File: src/rtl/fifo_uart_tx.sv
// rtl/fifo_uart_tx.sv - pops bytes from a FIFO read port and sends them as 8N1 UART frames, LSB first.
// Define PARITY_EN to insert an even-parity bit between the data bits and the stop bit.
module fifo_uart_tx #(
  parameter int CLKS_PER_BIT = 16
) (
  input  logic       clk,
  input  logic       rst,
  input  logic       fifo_empty,
  input  logic [7:0] fifo_dout,
  output logic       fifo_rd,
  output logic       tx,
  output logic       busy,
  output logic       frame_done
);

  localparam int BW = (CLKS_PER_BIT > 1) ? $clog2(CLKS_PER_BIT) : 1;
  localparam logic [BW-1:0] BAUD_MAX = BW'(CLKS_PER_BIT - 1);

`ifdef PARITY_EN
  typedef enum logic [2:0] {S_IDLE, S_FETCH, S_LOAD, S_START, S_DATA, S_PARITY, S_STOP} state_t;
`else
  typedef enum logic [2:0] {S_IDLE, S_FETCH, S_LOAD, S_START, S_DATA, S_STOP} state_t;
`endif

  state_t          r_state;
  state_t          w_next;
  logic [7:0]      r_shift;
  logic [BW-1:0]   r_baud;
  logic [2:0]      r_bit;
  logic            w_baud_end;
`ifdef PARITY_EN
  logic            r_parity;
`endif

  assign w_baud_end = (r_baud == BAUD_MAX);

  always_ff @(posedge clk or negedge rst) begin
    if (!rst) r_state <= S_IDLE;
    else      r_state <= w_next;
  end

  always_comb begin
    w_next = r_state;
    case (r_state)
      S_IDLE:  if (!fifo_empty) w_next = S_FETCH;
      S_FETCH: w_next = S_LOAD;
      S_LOAD:  w_next = S_START;
      S_START: if (w_baud_end) w_next = S_DATA;
`ifdef PARITY_EN
      S_DATA:   if (w_baud_end && (r_bit == 3'd7)) w_next = S_PARITY;
      S_PARITY: if (w_baud_end) w_next = S_STOP;
`else
      S_DATA:  if (w_baud_end && (r_bit == 3'd7)) w_next = S_STOP;
`endif
      // fifo_empty is only looked at here and in IDLE; mid-frame changes are ignored
      S_STOP:  if (w_baud_end) w_next = fifo_empty ? S_IDLE : S_FETCH;
      default: w_next = S_IDLE;
    endcase
  end

  always_ff @(posedge clk or negedge rst) begin
    if (!rst) begin
      r_shift <= '0;
      r_baud  <= '0;
      r_bit   <= '0;
`ifdef PARITY_EN
      r_parity <= 1'b0;
`endif
    end else begin
      case (r_state)
        S_LOAD: begin
          r_shift <= fifo_dout;
          r_baud  <= '0;
          r_bit   <= '0;
`ifdef PARITY_EN
          r_parity <= ^fifo_dout;
`endif
        end
        S_DATA: begin
          r_baud <= w_baud_end ? '0 : r_baud + BW'(1);
          if (w_baud_end) begin
            r_shift <= {1'b0, r_shift[7:1]};
            r_bit   <= r_bit + 3'd1;
          end
        end
`ifdef PARITY_EN
        S_START, S_PARITY, S_STOP: r_baud <= w_baud_end ? '0 : r_baud + BW'(1);
`else
        S_START, S_STOP: r_baud <= w_baud_end ? '0 : r_baud + BW'(1);
`endif
        default: r_baud <= '0;
      endcase
    end
  end

  // Outputs decode only registered state, so an async reset forces tx high at once
  always_comb begin
    tx = 1'b1;
    case (r_state)
      S_START:  tx = 1'b0;
      S_DATA:   tx = r_shift[0];
`ifdef PARITY_EN
      S_PARITY: tx = r_parity;
`endif
      default:  tx = 1'b1;
    endcase
  end

  assign fifo_rd    = (r_state == S_FETCH);
  assign busy       = (r_state != S_IDLE);
  assign frame_done = (r_state == S_STOP) && w_baud_end;

  a_rd_not_empty: assert property (@(posedge clk) disable iff (!rst) fifo_rd |-> !fifo_empty);
  a_rd_single:    assert property (@(posedge clk) disable iff (!rst) fifo_rd |=> !fifo_rd);
  a_idle_tx_high: assert property (@(posedge clk) disable iff (!rst) (r_state == S_IDLE) |-> tx);
  a_done_tx_high: assert property (@(posedge clk) disable iff (!rst) frame_done |-> tx);

endmodule

File: config.mk
export PLATFORM = sky130hd
export DESIGN_NAME = fifo_uart_tx
export DESIGN_NICKNAME = d
export VERILOG_FILES = /design/src/rtl/fifo_uart_tx.sv
export SDC_FILE = /design/constraint.sdc
export NUM_CORES = 1
export LEC_CHECK = 0
export BUFFER_PORTS_ARGS = -buffer_cell sky130_fd_sc_hd__buf_2
export CORE_UTILIZATION = 45
export DETAILED_ROUTE_END_ITERATION = 12
export PLACE_DENSITY = 0.65
export SLEW_MARGIN = 20
export SYNTH_ARGS = -nofsm -noshare
export SYNTH_HDL_FRONTEND = slang
export SYNTH_SLANG_ARGS = --single-unit
export TNS_END_PERCENT = 100
File: constraint.sdc
create_clock -name clk -period 2.2 [get_ports clk]
set_input_delay 0.11 -clock clk [delete_from_list [all_inputs] [get_ports clk]]
set_output_delay 0.11 -clock clk [all_outputs]
set_load 0.005 [all_outputs]
==> impl_metrics.toml <==
[route]
drt-initial-drc-count = 14
avgRoutedWirePerCell_um = 13.1
vias = 679
dr.pass1.iters = 4
detail_route.vias_per_cell = 5.39
wl_met1_um = 831
wl_met2_um = 781
top_layer = "met3"
ant_nets = 0
wl_met3_um = 40
remaining_drc_errors = 0
wl_um = 1650

[clock_network]
hold_buffers = 1
numCtsBuffers = 3
cts_buffer_depth = 2
clock_latency_ns = 0.29
root_buffer = "clkbuf_4"
post_cts_buffers = 0
clk_pin_slew_ns = 0.11
cts_resized = 0
htreeDepth = 1
tritoncts = "yes"
clkSinkCount = 18

[sta]
setup_viol = 0
finalCritPeriodShare_pct = 82.4
tightestPinTransition_ns = 0.488
finalSetupTns_ns = 0
setup_slack_ns = 0.388
fin_crit_ns = 1.81
rsz0062_at_grt = "no"
maxSlewHeadroom_pct = 67.2
clock_skew_ns = 0.00495
max_freq_mhz = 552
hold_viol_final = 0
drv_slew = 0

[power]
p_leak_nw = 0.591
p_per_area_nw_per_um2 = 514
irDropWorstVdd_v = 0.000353

[logic_synthesis]
syn_area_um2 = 980
synth_nets = 96
synth-seq-cells = 18
ys_seq_area_share_pct = 46.0
synth-main-ff-cell = "dfrtp_1"
synth.avg_cell_area_um2 = 11.9
syn-instance-count = 82
ys_types = 32
synth_edf_count = 0
ys_async_sr_fraction_pct = 100
ys_warn_count = 0

[finish]
final_common_cell = "dfrtp_1"
final_cell_area_um2 = 1120
final_cell_mix = "dfrtp_1, buf_2, mux2_2"
final_util_pct = 55.9
antennaDiodeCount = 0
drive_above_1_share_pct = 35.4
area_growth_pct = 14.3
layout.nets = 114

[global_route]
grt_pass1_vias = 673
grt_max_degree = 19
grt_pass1_wl_um = 2900
grtUsageTotal_pct = 15.8
gr-total-overflow = 0
antenna_found_initial = 0

[setup_path]
criticalPathCategory = "reg -> out"
endpoint_kind = "output pin"
max_stage_delay_ns = 0.41
cp_max_fo = 8
crit_family = "simple AND/OR/NAND/NOR gates"
cp_data_required_time_ns = 2.09
crit_buf_inv = 1
worst-endpoint-arrival_ns = 1.70
slowest_stage = "dfrtp_1"
crit_chain = "ha_1 -> and3_1 -> nand2_1 -> nor2_1 -> buf_2"
critPathLaunchType = "flip-flop"

[floorplan]
rows = 16
die_area_um2 = 2370
initial_utilization_pct = 48.9
core_um2 = 2000
io_pins = 15
fp.dieW_um = 48.7
die_h_um = 48.7

[placement]
place.gp.congestion = 0.752
placed_area_um2 = 1070
post-dp-hpwl_um = 1220
post-place-ws_ns = 0.429
portBuffers = 14

[flow_run]
cap_viol_max_count = 0

[worst_hold_path]
hp-class = "in -> reg"

[outcome]
status = "finished, final reports clean"
[state kept, by name (all words and copies together) (netlist names)]
signal and cells:
r_shift 8, r_baud 4, r_bit 3, r_state 3
[tightest hold or removal path: stages]
cell     delay [ns]
buf_2          0.08
mux2i_1        0.05
mux2i_1        0.15
[per-stage QoR]
stage          total power [mW]  std cells  hold slack [ns]
2_1_floorplan             0.360         82           -0.186
3_3_place_gp              0.377        121           0.0615
3_5_place_dp              0.378        121           0.0622
4_1_cts                   0.579        126            0.151
5_1_grt                   0.599        126            0.167
6_report                  0.576        126            0.145
[layout make-up]
| class | instances | area, um2 |
|---|---|---|
| multi-input cells | 55 | 485 |
| fillers | 183 | 882 |
| flip-flops and latches | 18 | 450 |
| repair buffers | 17 | 95.1 |
| well taps | 27 | 33.8 |
| clock buffers | 4 | 36.3 |
| inverters | 5 | 18.8 |
[logic make-up after synthesis]
group           synth area share, %
compound gates                 13.0
buf+inv                        4.47
mux                            19.8
xor+xnor                      0.894
simple gates                   12.0
flops                          46.0
fa+ha+maj                      3.83
[cell usage after synthesis (2+ instances only)]
cell type,instances,share of area [%]
dfrtp_1,18,46
mux2_2,7,8.0
inv_1,5,1.9
mux2_4,5,7.7
mux2i_1,4,4.1
a21oi_1,3,1.5
ha_1,3,3.8
nand3_1,3,1.5
nor2_1,3,1.1
nor2b_1,3,1.9
o21ai_0,3,1.5
buf_2,2,1.0
nand2_1,2,0.77
nand2b_1,2,1.3
o22a_1,2,1.8
[path summary, 6_finish.rpt]
path / cells after the start / startpoint / slack (ns) / end
max reg2reg: 4 / r_baud[0] / 0.42 / r_shift[4]
max in group asynchronous: 2 / rst / 1.65 / r_baud[0]
min in group asynchronous: 2 / rst / 0.26 / r_state[2]
max: 5 / r_baud[0] / 0.39 / frame_done
min reg2reg: 1 / r_shift[2] / 0.52 / r_shift[2]
min: 3 / fifo_dout[0] / 0.15 / r_shift[0]
[metal layers]
layer | vias to the layer above | global-route usage, %
met1 | 340 | 21.1
met5 | - | 0
met3 | 0 | 2.83
met2 | 10 | 26.2
met4 | 0 | 4.41
li1 | 329 | -
[power by group]
part	switching (mW)	internal (mW)
Sequential	0.00328	0.337
Clock	0.103	0.101
Combinational	0.0126	0.0191
Note: power is estimated with default switching activity, not from simulation.
